**config.mk**
```make
export PLATFORM = sky130hd
export DESIGN_NAME = jtcps1_bank_arb
export DESIGN_NICKNAME = d
export VERILOG_FILES = /design/src/rtl/jtcps1_arb_pkg.sv /design/src/rtl/jtcps1_rr_pick.sv /design/src/rtl/jtcps1_bank_arb.sv
export SDC_FILE = /design/constraint.sdc
export NUM_CORES = 1
export LEC_CHECK = 0
export ABC_AREA = 1
export CAP_MARGIN = 20
export CORE_ASPECT_RATIO = 0.9
export CORE_MARGIN = 3
export CORE_UTILIZATION = 38
export CTS_CLUSTER_DIAMETER = 120
export DETAILED_ROUTE_END_ITERATION = 7
export GPL_ROUTABILITY_DRIVEN = 0
export MAX_ROUTING_LAYER = met4
export PLACE_DENSITY = 0.81
export SYNTH_ARGS = -nofsm -noshare
export SYNTH_HDL_FRONTEND = slang
export SYNTH_SLANG_ARGS = --single-unit
export TNS_END_PERCENT = 20
```
**constraint.sdc**
```tcl
create_clock -name clk -period 1.7 [get_ports clk]
set_input_delay 0.255 -clock clk [delete_from_list [all_inputs] [get_ports clk]]
set_output_delay 0.255 -clock clk [all_outputs]
set_load 0.05 [all_outputs]
```
**src/rtl/jtcps1_arb_pkg.sv**
```systemverilog
// Shared constants for the CPS1/CPS2 SDRAM bank arbiter.
package jtcps1_arb_pkg;

  localparam int unsigned NBANK = 4;

  localparam logic [1:0] ST_IDLE  = 2'd0;
  localparam logic [1:0] ST_ISSUE = 2'd1;
  localparam logic [1:0] ST_WAIT  = 2'd2;
  localparam logic [1:0] ST_RFSH  = 2'd3;

  localparam logic [1:0] BANK0 = 2'd0;
  localparam logic [1:0] BANK1 = 2'd1;
  localparam logic [1:0] BANK2 = 2'd2;
  localparam logic [1:0] BANK3 = 2'd3;

endpackage

```
**src/rtl/jtcps1_rr_pick.sv**
```systemverilog
// Rotating-priority encoder: first requester after rr, wrapping modulo 4.
module jtcps1_rr_pick
  import jtcps1_arb_pkg::*;
(
  input  logic [NBANK-1:0] req_i,
  input  logic [1:0]       rr_i,
  output logic [1:0]       gnt_o,
  output logic             any_o
);

  logic [1:0] idx;

  always_comb begin
    gnt_o = rr_i;
    any_o = 1'b0;
    idx   = 2'd0;
    // Offset 4 wraps back onto rr itself, so the last winner gets lowest priority.
    for (int k = 1; k <= 4; k++) begin
      idx = rr_i + 2'(k);
      if (!any_o && req_i[idx]) begin
        gnt_o = idx;
        any_o = 1'b1;
      end
    end
  end

endmodule

```
**src/rtl/jtcps1_bank_arb.sv**
```systemverilog
// Single-port SDRAM command scheduler: round-robin grant of four bank channels
// to the SDRAM core, with ack/rdy routing, auto-refresh insertion and a watchdog.
module jtcps1_bank_arb
  import jtcps1_arb_pkg::*;
#(
  parameter int unsigned AW          = 23,
  parameter int unsigned RFSH_PERIOD = 380,
  parameter int unsigned TOUT        = 64,
  parameter int unsigned RFSH_W      = 9
)(
  input  logic          clk,
  input  logic          rst,
  input  logic          refresh_en,
  input  logic [AW-1:0] ba0_addr,
  input  logic          ba0_rd,
  input  logic          ba0_wr,
  input  logic [15:0]   ba0_din,
  input  logic [1:0]    ba0_din_m,
  input  logic [AW-1:0] ba1_addr,
  input  logic [AW-1:0] ba2_addr,
  input  logic [AW-1:0] ba3_addr,
  input  logic [2:0]    ba_rd,
  output logic [3:0]    ba_ack,
  output logic [3:0]    ba_rdy,
  output logic [AW-1:0] cmd_addr,
  output logic [1:0]    cmd_ba,
  output logic          cmd_rd,
  output logic          cmd_wr,
  output logic [15:0]   cmd_din,
  output logic [1:0]    cmd_mask,
  output logic          cmd_rfsh,
  input  logic          cmd_ack,
  input  logic          cmd_rdy,
  output logic          busy,
  output logic          tout_err
);

  localparam int unsigned WD_W = (TOUT > 2) ? $clog2(TOUT) : 1;

  logic [1:0]       state_q, state_d;
  logic [1:0]       rr_q, rr_d;
  logic [AW-1:0]    addr_q, addr_d;
  logic [1:0]       ba_q, ba_d;
  logic             rd_q, rd_d;
  logic             wr_q, wr_d;
  logic [15:0]      din_q, din_d;
  logic [1:0]       mask_q, mask_d;
  logic             rfsh_q, rfsh_d;
  logic [RFSH_W-1:0] rfsh_cnt_q, rfsh_cnt_d;
  logic [WD_W-1:0]  wd_q, wd_d;
  logic             tout_q, tout_d;

  logic [NBANK-1:0] req;
  logic [1:0]       gnt;
  logic             any_req;
  logic             rfsh_due;

  assign req      = {ba_rd, ba0_rd | ba0_wr};
  assign rfsh_due = (rfsh_cnt_q == RFSH_W'(RFSH_PERIOD)) & refresh_en;

  jtcps1_rr_pick u_pick (
    .req_i (req),
    .rr_i  (rr_q),
    .gnt_o (gnt),
    .any_o (any_req)
  );

  // Next-state, command latching and per-bank ack/rdy routing.
  always_comb begin
    state_d    = state_q;
    rr_d       = rr_q;
    addr_d     = addr_q;
    ba_d       = ba_q;
    rd_d       = rd_q;
    wr_d       = wr_q;
    din_d      = din_q;
    mask_d     = mask_q;
    rfsh_d     = rfsh_q;
    wd_d       = wd_q;
    tout_d     = tout_q;
    rfsh_cnt_d = rfsh_cnt_q;
    ba_ack     = 4'd0;
    ba_rdy     = 4'd0;

    if (rfsh_cnt_q != RFSH_W'(RFSH_PERIOD))
      rfsh_cnt_d = rfsh_cnt_q + RFSH_W'(1);

    case (state_q)
      ST_IDLE: begin
        if (rfsh_due) begin
          state_d = ST_RFSH;
          rfsh_d  = 1'b1;
        end else if (any_req) begin
          state_d = ST_ISSUE;
          rr_d    = gnt;
          ba_d    = gnt;
          case (gnt)
            BANK0: begin
              addr_d = ba0_addr;
              din_d  = ba0_din;
              mask_d = ba0_din_m;
            end
            BANK1:   addr_d = ba1_addr;
            BANK2:   addr_d = ba2_addr;
            BANK3:   addr_d = ba3_addr;
            default: addr_d = ba3_addr;
          endcase
          wr_d = (gnt == BANK0) & ba0_wr;
          rd_d = ~((gnt == BANK0) & ba0_wr);
        end
      end
      ST_ISSUE: begin
        // A simultaneous cmd_rdy is deliberately ignored here.
        if (cmd_ack) begin
          ba_ack[ba_q] = 1'b1;
          rd_d         = 1'b0;
          wr_d         = 1'b0;
          wd_d         = '0;
          state_d      = ST_WAIT;
        end
      end
      ST_WAIT: begin
        if (cmd_rdy) begin
          ba_rdy[ba_q] = 1'b1;
          state_d      = ST_IDLE;
        end else if (wd_q == WD_W'(TOUT - 1)) begin
          tout_d  = 1'b1;
          state_d = ST_IDLE;
        end else begin
          wd_d = wd_q + WD_W'(1);
        end
      end
      ST_RFSH: begin
        if (cmd_ack) begin
          rfsh_d     = 1'b0;
          rfsh_cnt_d = '0;
          state_d    = ST_IDLE;
        end
      end
      default: state_d = ST_IDLE;
    endcase
  end

  always_ff @(posedge clk) begin
    if (rst) begin
      state_q    <= ST_IDLE;
      rr_q       <= BANK3;
      addr_q     <= '0;
      ba_q       <= BANK0;
      rd_q       <= 1'b0;
      wr_q       <= 1'b0;
      din_q      <= '0;
      mask_q     <= '0;
      rfsh_q     <= 1'b0;
      rfsh_cnt_q <= '0;
      wd_q       <= '0;
      tout_q     <= 1'b0;
    end else begin
      state_q    <= state_d;
      rr_q       <= rr_d;
      addr_q     <= addr_d;
      ba_q       <= ba_d;
      rd_q       <= rd_d;
      wr_q       <= wr_d;
      din_q      <= din_d;
      mask_q     <= mask_d;
      rfsh_q     <= rfsh_d;
      rfsh_cnt_q <= rfsh_cnt_d;
      wd_q       <= wd_d;
      tout_q     <= tout_d;
    end
  end

  assign cmd_addr = addr_q;
  assign cmd_ba   = ba_q;
  assign cmd_rd   = rd_q;
  assign cmd_wr   = wr_q;
  assign cmd_din  = din_q;
  assign cmd_mask = mask_q;
  assign cmd_rfsh = rfsh_q;
  assign busy     = (state_q != ST_IDLE);
  assign tout_err = tout_q;

endmodule
```
* After elaboration in Yosys (flattened, before gate mapping) *
Index checks and enable logic that the tools add are counted.

operators by class
  add/subtract/negate cells = 5
  multipliers = 0
  div/mod/pow operators = 0
  order comparisons = 6
  equal/unequal tests = 18
  shift operators = 0
  multiplexer cells = 46
  bitwise logic cells = 6
  reductions and logical operators = 20

operators with widths
  kind                                                                           number
  23-bit case mux with 4 select lines                                            1
  9-bit two-way mux                                                              3
  2-bit two-way mux                                                              10
  6-bit two-way mux                                                              3
  4-bit two-way mux                                                              4
  4-bit AND reduction                                                            4
  2-bit by 3-bit less-than comparator with 1-bit output (second input constant)  5
  1-bit two-way mux                                                              15
  2-bit inequality test (second input constant)                                  7
  6-bit case mux with 2 select lines                                             1
  9-bit by 1-bit adder with 9-bit output (second input constant)                 1
  9-bit equality test (second input constant)                                    1
  9-bit inequality test (second input constant)                                  1
  3-bit AND reduction                                                            3
  1-bit binary-select mux with 2-bit select                                      4
  2-bit equality test (second input constant)                                    4
  2-bit case mux with 4 select lines                                             1
  2-bit nonzero test                                                             4
  6-bit by 1-bit adder with 6-bit output (second input constant)                 1
  6-bit equality test (second input constant)                                    1
  3-bit inequality test (second input constant)                                  2
  1-bit case mux with 2 select lines                                             3
  2-bit adder (second input constant)                                            2
  2-bit by 1-bit equality test with 1-bit output (second input constant)         2
  other kinds (9)                                                                18

storage, ports and cells
  flip-flop bits (word level) = 66
  latch bits = 0
  memory bits (writable) = 0
  bits in read-only memories = 0
  bits of input ports = 120
  output and inout bits = 56
  word-level logic and storage cells = 113
  memories kept = 0

* Logic depth before layout (Yosys ltp) *
Gate-level depths: netlist (run 1).

  depth in word-level cells = 19
  gate-level depth with buffers = 17
  depth with buffers taken out = 15

* Cells and area by module *
Synthesis (run 1) repeated with hierarchy kept, for this count alone.

second synthesis, totals
  cell total of the unflattened synthesis = 579
  area, all modules = 3749.8 um2

by module, submodules not included
  module           instances  cells an instance  area each (um2)  sequential area each (um2)
  jtcps1_bank_arb  1          533                3518.4           1321.3
  jtcps1_rr_pick   1          46                 231.5            0.0

* Worst setup path before layout (run 1) *
No wires, ideal clock.

  path type = register to register
  start point = register rr_q[0]
  end point = register addr_q[0], in the netlist cmd_addr[0]
  library setup time = 0.122 ns
  arrival = 1.714 ns
  data required time = 1.578 ns
  path slack = -0.136 ns
  stages on the path, launching flop included = 17
  path buffers = 2
  period minus slack after synthesis = 1.836 ns
  cells stage by stage = dfxtp_1 > buf_4 > inv_4 > nand2_2 > nand2_2 > nand3_2 > nand2_4 > nand2_1 > nand2_1 > nand2_1 > nand2_2 > nand3_4 > nor2_8 > inv_8 > buf_12 > nor2_4 > nor3_2

between the ends
  word-level cells in the longest chain between the ends = 15
  elaborated cells between the ends (all ways) = 31
  those cells by class = 3 x add/sub; 3 x eq/ne; 17 x mux; 8 x reduce/logical

ends and longest elaborated chain
  item                                         RTL line                source
  start: declaration                           jtcps1_bank_arb.sv:41   logic [1:0] rr_q, rr_d;
  start signal: assignment                     jtcps1_bank_arb.sv:160  rr_q <= rr_d;
  2-bit by 1-bit adder with 2-bit output       jtcps1_rr_pick.sv:19    idx = rr_i + 2'(k);
  1-bit binary-select mux with 2-bit select    jtcps1_rr_pick.sv:20    if (!any_o && req_i[idx]) begin
  1-bit two-way mux (not written as such)      jtcps1_rr_pick.sv:20
  1-bit two-way mux                            jtcps1_rr_pick.sv:20
  1-bit zero test                              jtcps1_rr_pick.sv:20
  1-bit logical AND                            jtcps1_rr_pick.sv:20
  1-bit two-way mux                            jtcps1_rr_pick.sv:20
  1-bit zero test                              jtcps1_rr_pick.sv:20
  1-bit logical AND                            jtcps1_rr_pick.sv:20
  1-bit two-way mux                            jtcps1_rr_pick.sv:20
  1-bit zero test                              jtcps1_rr_pick.sv:20
  1-bit logical AND                            jtcps1_rr_pick.sv:20
  2-bit two-way mux                            jtcps1_rr_pick.sv:20
  2-bit equality test (tied with other cells)  jtcps1_bank_arb.sv:97   case (gnt)
  23-bit case mux with 4 select lines          jtcps1_bank_arb.sv:97
  end signal: assignment                       jtcps1_bank_arb.sv:161  addr_q <= addr_d;
  end: declaration                             jtcps1_bank_arb.sv:42   logic [AW-1:0] addr_q, addr_d;

Several ways; a longest one is shown, not always the timed one. The select of a mux whose other input is x is not followed.
A chain may end at the register's enable or synchronous reset.

* Worst setup path in the final report (run 1) *
  start point = register rr_q[0]
  end point = register din_q[5], in the netlist cmd_din[5]

between the ends
  word-level cells in the longest chain between the ends = 15
  elaborated cells between the ends (all ways) = 27
  those cells by class = 3 x add/sub; 16 x mux; 8 x reduce/logical

ends and longest elaborated chain
  item                                       RTL line                source
  2-bit by 1-bit adder with 2-bit output     jtcps1_rr_pick.sv:19
  1-bit binary-select mux with 2-bit select  jtcps1_rr_pick.sv:20
  1-bit two-way mux (not written as such)    jtcps1_rr_pick.sv:20
  1-bit two-way mux                          jtcps1_rr_pick.sv:20
  1-bit zero test                            jtcps1_rr_pick.sv:20
  1-bit logical AND                          jtcps1_rr_pick.sv:20
  1-bit two-way mux                          jtcps1_rr_pick.sv:20
  1-bit zero test                            jtcps1_rr_pick.sv:20
  1-bit logical AND                          jtcps1_rr_pick.sv:20
  1-bit two-way mux                          jtcps1_rr_pick.sv:20
  1-bit zero test                            jtcps1_rr_pick.sv:20
  1-bit logical AND                          jtcps1_rr_pick.sv:20
  2-bit two-way mux                          jtcps1_rr_pick.sv:20
  2-bit zero test                            jtcps1_bank_arb.sv:97
  4-bit AND reduction (no line) (*)          --
  end signal: assignment                     jtcps1_bank_arb.sv:165  din_q <= din_d;
  end: declaration                           jtcps1_bank_arb.sv:46   logic [15:0] din_q, din_d;

Mark *: on every way between the ends. The rest lies on a longest branch, timed or not. The select of a mux whose other input is x is not followed.

==> results.cfg, run 1 <==
[detailed_routing]
dr.pass1.iters = 5
vias = 4494
routed_via_density = 4.99
drc_errors = 0
drtIter0Drc = 199
antenna_left = 0
drt-total-wl_um = 12900
wl_per_cell_um = 14.3

[clock_network]
htreeDepth = 3
clock_sinks = 66
cts_root_buf = clkbuf_8
path_clk_slew_ns = 0.07
cts_tree = done
clock_latency_ns = 0.34
cts_buffers = 9
cts.path.max_buffers = 2

[timing]
fin_crit_sh = 1.13
fmax_mhz = 520
relSlewSlack = 0.741
rsz0062_at_grt = yes
worst_clock_skew_ns = 0.0124
slew_violations = 0
setup_viol = 49
tightest_slew_ns = 0.385
layout_setup_ws_ns = -0.221
finalHoldViolations = 0
min_period_ns = 1.92

[synthesis]
syn_area_um2 = 3820
synth_cells = 553
yosysSeqAreaShare = 0.346
synth_area_leaders = dfxtp_1, nor2_1, nand2_1
synth_ff_type = dfxtp_1
synth_edf_count = 0
synth_area_leader_cell = dfxtp_1
yosys.area.top_type_share = 0.346
async_reset_ff_frac = 0
syn-num-nets = 676
synth_common_cells = nor2_1, nand2_1, dfxtp_1
synthDistinctLibCells = 39
yosysWarnings = 0
avgSynthCellArea_um2 = 6.91
synth.most_common_cell = nor2_1
synth.ff_latch_count = 66

[power]
peakVddDrop_v = 0.00159
seqPwrFrac = 0.165
power.density_nw_per_um2 = 2140
p_int_mw = 6.86
power_mw = 13.9
p_leak_nw = 2.73
clockPowerShare = 0.106
p_comb_frac = 0.729
switching_share = 0.508
switching_power_mw = 7.08

[critical_path]
crit_required_ns = 1.93
critPathArrivalTime_ns = 2.16
cp-startpoint = rr_q[0]
worstSetupPathType = register to register
r2r-start = rr_q[0]
r2r_cells = 15
worstSetupEndpointType = register
cp-start-kind = register
crit_path_max_fanout = 12

[global_routing]
antenna_found_initial = 1
grt_overflow = 0
grt_pass1_vias = 4525
grt_start_max_net_pins = 38
grt_usage = 0.226
grt_pass1_wl_um = 20200

[job]
cap_violations = 0

[layout]
area_growth_pct = 70.0
utilization = 0.667
drive_gt1_frac = 0.309
nNetsFinal = 892

[floorplan]
coreArea_um2 = 9740
die_area_um2 = 11300
die_y_um = 101
pin_count = 176
start_util = 0.392
die_w_um = 112
rows = 34

[worst_hold_path]
hp-class = register to register
whs_path_depth = 2
hold_start = cmd_addr[13]

[outcome]
violations = setup timing
status = finished, violations left

[place]
io_buffer_count = 175
dp.final_hpwl_um = 9960
## placed cells by master, fill, tap and decap left out, types with 10 or more instances in the layout
master	instances
o21ai_1	21
nor2_1	89
nor3_2	16
buf_12	17
nor2_2	21
nand3_1	53
clkdlybuf4s50_1	119
inv_1	22
buf_4	90
o21ai_0	25
clkbuf_8	10
dfxtp_1	61
a21oi_1	34
nor2_4	16
nand2_2	19
nand2_1	88
## metal layers
layer	vias to the layer above	GRT usage	part of all wire	wire [um]
li1	2242	-	-	-
met1	2068	0.249	0.41	5290
met2	162	0.409	0.51	6560
met3	22	0.0514	0.064	820
met4	0	0.0711	0.017	223
met5	-	-	0	0
## sequential cells by signal (all words and copies together), names as in the netlist, 2 cells and up
name / flops
state_q: 2
cmd_din: 16
rfsh_cnt_q: 9
cmd_addr: 23
rr_q: 2
wd_q: 6
cmd_mask: 2
cmd_ba: 2
## stage by stage
| step | hold WS [ns] | area (um^2) | TNS (ns) | setup slack, ns | cells |
|---|---|---|---|---|---|
| 6_report | 0.470 | 6500 | -7.73 | -0.221 | 901 |
| 5_1_grt | 0.484 | 6500 | -13.58 | -0.318 | 901 |
| 4_1_cts | 0.473 | 6360 | -7.77 | -0.193 | 899 |
| 3_5_place_dp | 0.464 | 6010 | -25.66 | -0.587 | 880 |
| 3_3_place_gp | 0.456 | 6010 | -20.70 | -0.480 | 880 |
| 2_1_floorplan | 0.383 | 3830 | -3.19 | -0.104 | 553 |
## worst max-delay path: stages (launching register included)
cell and delay (ns):
dfxtp_4 0.40, inv_8 0.09, nand2_2 0.05, nand2_2 0.09
nand3_2 0.10, nand2_4 0.12, nor2_8 0.05, nand2_2 0.09
nand2_2 0.07, nand2_4 0.10, nand3_4 0.11, nor2_8 0.17
inv_8 0.07, buf_12 0.15, nor2_2 0.10, nor2_1 0.06
## cell type report
| cell class | instances | area [um^2] |
|---|---|---|
| clock buffers | 11 | 141 |
| repair inverters | 1 | 6.26 |
| flip-flops and latches | 66 | 1330 |
| fillers | 797 | 3240 |
| well taps | 126 | 158 |
| inverters | 33 | 141 |
| diodes | 1 | 2.50 |
| multi-input cells | 426 | 2350 |
| clock inverters | 5 | 77.6 |
| repair buffers | 232 | 2290 |
## cells by family after synthesis
kind of cell	share of synthesized area
AND/OR/NAND/NOR	0.423
AO/OA/AOI/OAI	0.127
flip-flops	0.346
buffers and inverters	0.0874
XOR/XNOR	0.00688
adder cells (fa/ha/maj)	0.00982
## power by group through the flow
stage / sequential [mW] / clock, mW / combinational, mW
3_5_place_dp: 2.27 / 0 / 9.31
6_report: 2.30 / 1.47 / 10.2
2_1_floorplan: 3.36 / 0 / 5.34
4_1_cts: 2.29 / 1.51 / 9.74
5_1_grt: 2.35 / 1.56 / 11.0
3_3_place_gp: 2.26 / 0 / 9.06
## final timing paths
| check | endpoint | slack, ns |
|---|---|---|
| worst min-delay path | cmd_addr[13] | 0.47 |
| worst max register to register | cmd_din[5] | -0.22 |
| worst min register to register | cmd_addr[13] | 0.47 |
| worst max-delay path | cmd_din[5] | -0.22 |
## what timing repair did
action,in CTS,in global routing
pin swaps,9,6
resized for setup,41,44
gates cloned,1,1
endpoints found under the setup margin,55,65
setup buffers,3,0
hold buffers,0,0
Power figures use the tool's default switching activity.
==> run 2: changes to the inputs <==
Settings changed: PLACE_DENSITY 0.81 to 0.78.
==> run 2 against run 1 <==
  * Largest cell class unchanged
  * Non-clock buffer count up 14
  * Highest routed layer unchanged
  * Sequential share of layout area down 1.5 points
  * Clock skew about the same
  * Critical endpoint is now cmd_addr[10]
  * Via count up 4.4%
  * The run still ends with setup timing left
==> results.cfg, run 2 (synthesized netlist as in run 1, its figures left out) <==
[timing]
fin_crit_sh = 1.18
min_period_ns = 2.00
rsz0062_at_grt = yes
fmax_mhz = 500
worst_clock_skew_ns = 0.0123
layout_setup_ws_ns = -0.302
tightest_slew_ns = 0.504
slew_violations = 0
finalHoldViolations = 0
fin_hold_ws_ns = 0.475
relSlewSlack = 0.662
setup_viol = 56

[detailed_routing]
routed_via_density = 5.14
antenna_left = 0
vias = 4691
drt-total-wl_um = 14800
drc_errors = 0
drtIter0Drc = 256
dr.pass1.iters = 5
wl_per_cell_um = 16.2

[layout]
final_common_cell = clkdlybuf4s50_1
diodes = 0
final_cell_area_um2 = 6990
layout_common_cells = clkdlybuf4s50_1, buf_4, nand2_1, nor2_1, dfxtp_1
nNetsFinal = 905
area_growth_pct = 82.8
fillers = 709
drive_gt1_frac = 0.370
largest_register_ffs = 23

[floorplan]
die_w_um = 112
pin_count = 176
rows = 34
start_util = 0.392
coreArea_um2 = 9740
die_y_um = 101
die_area_um2 = 11300

[clock_network]
postCtsHoldBufs = 0
path_clk_slew_ns = 0.07
cts_buffers = 9
clock_latency_ns = 0.35
cts_tree = done
cts_root_buf = clkbuf_8
htreeDepth = 3
clock_sinks = 66
cts.path.max_buffers = 2

[global_routing]
grt_pass1_wl_um = 21500
grt_overflow = 0
grt_pass1_vias = 4724
grt_usage = 0.236
antenna_found_initial = 0
grt_start_max_net_pins = 30

[place]
dp.final_hpwl_um = 9810
dp_slack_ns = -0.647
io_buffer_count = 175
postPlaceCellArea_um2 = 6030

[worst_hold_path]
hp-class = register to register

[critical_path]
cp-start-kind = register
crit_required_ns = 1.97
worstSetupEndpointType = register
critPathArrivalTime_ns = 2.27
crit_path_max_fanout = 8
worstSetupPathType = register to register

[power]
p_leak_nw = 2.92
power.density_nw_per_um2 = 2340
peakVddDrop_v = 0.00124
power_mw = 16.4

[outcome]
violations = setup timing
status = finished, violations left

[job]
cap_violations = 0
-- run 2: area by class of cell --
class,instances,area (um^2),area share
Tap cell,126,158,0.0226
Timing Repair Buffer,246,2530,0.362
Multi-Input combinational cell,426,2580,0.369
Clock buffer,10,128,0.0183
Inverter,33,153,0.0218
Clock inverter,6,115,0.0165
Sequential cell,66,1330,0.191
-- run 2: per-layer routing --
layer	track usage	wire length, um	vias up	share of wire
li1	-	-	2271	-
met1	0.280	6100	2179	0.41
met2	0.398	7230	210	0.49
met3	0.0532	1050	31	0.071
met4	0.0842	377	0	0.026
met5	-	0	-	0
-- run 2: power by group --
part           switching, mW  leakage, nW  internal [mW]
clock network          0.653        0.117          0.980
registers              0.322        0.543           2.00
logic                   7.25         2.26           5.17
total                   8.22         2.92           8.15
-- run 2: path summary, 6_finish.rpt --
check,start,endpoint,slack (ns),depth (start not counted)
setup / recovery,rr_q[0],cmd_addr[10],-0.30,16
hold / removal,cmd_addr[19],cmd_addr[19],0.47,2
setup reg to reg,rr_q[0],cmd_addr[10],-0.30,16
hold reg to reg,cmd_addr[19],cmd_addr[19],0.47,2
-- run 2: per-stage QoR --
step	setup TNS [ns]	utilization	instances
after floorplan	-3.19	-	553
after global placement	-21.64	0.619	882
after detailed placement	-28.18	0.619	882
after CTS	-8.13	0.669	904
after global routing	-17.56	0.717	913
final	-11.01	0.717	913
-- run 2: what timing repair did --
| action | in CTS | in global routing |
|---|---|---|
| gates cloned | 1 | 8 |
| setup endpoints to repair | 54 | 66 |
| buffers inserted | 5 | 2 |
| gates resized for setup | 65 | 89 |
| pin swaps | 7 | 8 |
-- run 2: worst max-delay path: stages, from the launching register on --
cell     delay, ns
dfxtp_4       0.46
inv_12        0.07
nand2_2       0.07
nand2_2       0.06
nand2_2       0.06
nand2_2       0.09
nor2_8        0.16
nand2_2       0.07
nand2_2       0.08
nand2_4       0.08
buf_6         0.14
inv_8         0.08
buf_12        0.14
nand3_1       0.09
nand2_1       0.09
nor2_2        0.05
nor3_2        0.11
==> run 3: changes to the inputs <==
--- a/config.mk
+++ b/config.mk
@@ -10,10 +10,11 @@
 export CORE_ASPECT_RATIO = 0.9
 export CORE_MARGIN = 3
-export CORE_UTILIZATION = 38
+export CORE_UTILIZATION = 39
+export CTS_BUF_LIST = sky130_fd_sc_hd__clkbuf_8
 export CTS_CLUSTER_DIAMETER = 120
 export DETAILED_ROUTE_END_ITERATION = 7
 export GPL_ROUTABILITY_DRIVEN = 0
 export MAX_ROUTING_LAYER = met4
-export PLACE_DENSITY = 0.78
+export PLACE_DENSITY = 0.79
 export SYNTH_ARGS = -nofsm -noshare
 export SYNTH_HDL_FRONTEND = slang
==> constraint.sdc (replaced) <==
create_clock -name clk -period 1.7 [get_ports clk]
set_input_delay 0.425 -clock clk [delete_from_list [all_inputs] [get_ports clk]]
set_output_delay 0.425 -clock clk [all_outputs]
set_load 0.05 [all_outputs]
==> run 3 against run 2 <==
  * The flow still finishes with violations (setup timing)
  * Power down 13%
  * Critical path depth down 1
  * Sequential cell count unchanged
  * Worst setup slack better by 0.038 ns
  * Worst hold slack worse by 0.0026 ns
  * Global-route usage up 1.5 points
  * Clock skew up 0.0011 ns
==> results.cfg, run 3 (synthesized netlist as in run 1, its figures left out) <==
[detailed_routing]
antenna_left = 0
drt-total-wl_um = 13500
routed_via_density = 5.15
drc_errors = 0
dr.pass1.iters = 6
vias = 4629
drtIter0Drc = 347
wl_per_cell_um = 15.0

[job]
cap_violations = 0

[timing]
setup_viol = 57
relSlewSlack = 0.725
fmax_mhz = 509
worst_clock_skew_ns = 0.0135
fin_crit_sh = 1.16
finalHoldViolations = 0
fin_tns_setup_ns = -11.03
layout_setup_ws_ns = -0.264
min_period_ns = 1.96
slew_violations = 0
tightest_slew_ns = 0.410
rsz0062_at_grt = yes

[critical_path]
critical_path.cell_chain = buf_6, nand2_4, nand2_2, nand2_2, nand2_4, nor2_8, nand2_2, nand2_4, nand2_8, nand3_4, nor2_8, buf_12, inv_16, nor2_4, nor3_2
r2r_end = cmd_addr[10]
critPathMaxStageDelay_ns = 0.39
worst_path_max_delay_cell = dfxtp_4
r2r-start = rr_q[0]
critical_path_buf_inv_count = 3
worstSetupPathType = register to register
crit_required_ns = 1.96
r2r_cells = 15
cp-start-kind = register
critPathArrivalTime_ns = 2.22
r2r_setup_slack_ns = -0.26
crit_path_max_fanout = 17
worstSetupEndpointType = register
critPathTopFamily = simple AND/OR/NAND/NOR gates

[power]
p_leak_nw = 2.78
clockPowerShare = 0.087
switching_power_mw = 7.39
peakVddDrop_v = 0.00118
p_comb_frac = 0.749
seqPwrFrac = 0.164
switching_share = 0.521
p_int_mw = 6.80
power.density_nw_per_um2 = 2140

[clock_network]
clock_latency_ns = 0.35
cts.path.max_buffers = 2
cts_root_buf = clkbuf_8
cts_buffers = 9
path_clk_slew_ns = 0.07
cts_tree = done
htreeDepth = 3
clock_sinks = 66

[global_routing]
grt_start_max_net_pins = 31
grtUsageMet2 = 0.434
grt_overflow = 0
use_met3 = 0.0579
use_met1 = 0.289
top_usage_layer = met2
grt_usage = 0.252
grt_pass1_wl_um = 21500
antenna_found_initial = 0
grt_pass1_vias = 4619

[outcome]
status = finished, violations left
violations = setup timing

[floorplan]
die_area_um2 = 11000
coreArea_um2 = 9330
die_y_um = 99.9
pin_count = 176
die_w_um = 110
start_util = 0.409
rows = 33

[worst_hold_path]
min_to = cmd_wr
hp-class = register to register
hold_start = cmd_wr
whs_path_depth = 2

[place]
dp.final_hpwl_um = 9940
postPlaceCellArea_um2 = 6020
io_buffer_count = 175

[layout]
area_growth_pct = 73.3
final_common_cell = clkdlybuf4s50_1
nNetsFinal = 894
drive_gt1_frac = 0.325
multi_input_area_um2 = 2450
diodes = 0
largest_register_ffs = 23
register_area_um2 = 1330
final_cell_area_um2 = 6620
fillers = 729
layout_common_cells = clkdlybuf4s50_1, nor2_1, buf_4, nand2_1, dfxtp_1
==> run 3: power groups by stage <==
stage	Sequential [mW]	Combinational, mW	Clock, mW
floorplan	3.36	5.36	0
global placement	2.27	8.99	0
detailed placement	2.29	9.18	0
CTS	2.31	10.5	1.26
global route	2.37	11.5	1.33
finish	2.33	10.6	1.23
==> run 3: area by class of cell <==
class	instances	area share
multi-input combinational	426	0.371
timing repair inverter	1	0.00246
clock buffer	11	0.0229
clock inverter	5	0.00453
inverter	33	0.0225
timing repair buffer	234	0.353
tap	122	0.0230
sequential	66	0.201
==> run 3: worst max path at each step <==
stage / start / end / slack, ns / cells past startpoint
2_1_floorplan: cmd_ba[0] / ba_ack[1] / -0.20 / 2
3_3_place_gp: ba0_wr / cmd_addr[20] / -0.67 / 14
3_5_place_dp: ba0_wr / cmd_din[3] / -0.74 / 15
4_1_cts: rr_q[0] / cmd_din[9] / -0.24 / 14
5_1_grt: rr_q[0] / cmd_addr[0] / -0.35 / 14
6_report: rr_q[0] / cmd_addr[10] / -0.26 / 15
==> run 3: per-stage QoR <==
stage | utilization | hold WS [ns] | power [mW] | setup WS, ns | cells
5_1_grt | 0.710 | 0.494 | 15.2 | -0.352 | 898
2_1_floorplan | - | 0.453 | 8.72 | -0.199 | 553
4_1_cts | 0.704 | 0.469 | 14.0 | -0.243 | 897
3_5_place_dp | 0.645 | 0.460 | 11.5 | -0.741 | 874
3_3_place_gp | 0.645 | 0.455 | 11.3 | -0.667 | 874
6_report | 0.710 | 0.472 | 14.2 | -0.264 | 898
==> run 3: worst min-delay path: cells and delay by family, from the launching register on <==
kind | cells | cell delay, ns
flip-flops | 1 | 0.31
AND/OR/NAND/NOR | 1 | 0.06
AO/OA/AOI/OAI | 1 | 0.05
==> run 3: layer usage <==
layer | wire [um] | part of all wire
met1 | 5330 | 0.39
met2 | 6690 | 0.50
met3 | 1280 | 0.095
met4 | 216 | 0.016
met5 | 0 | 0
==> run 3: repair_timing <==
item / 4_1_cts / 5_1_grt
gates cloned: 3 / 0
resized for setup: 99 / 16
pin swaps: 20 / 3
setup buffers: 5 / 1
setup endpoints to repair: 59 / 64
hold buffers: 0 / 0
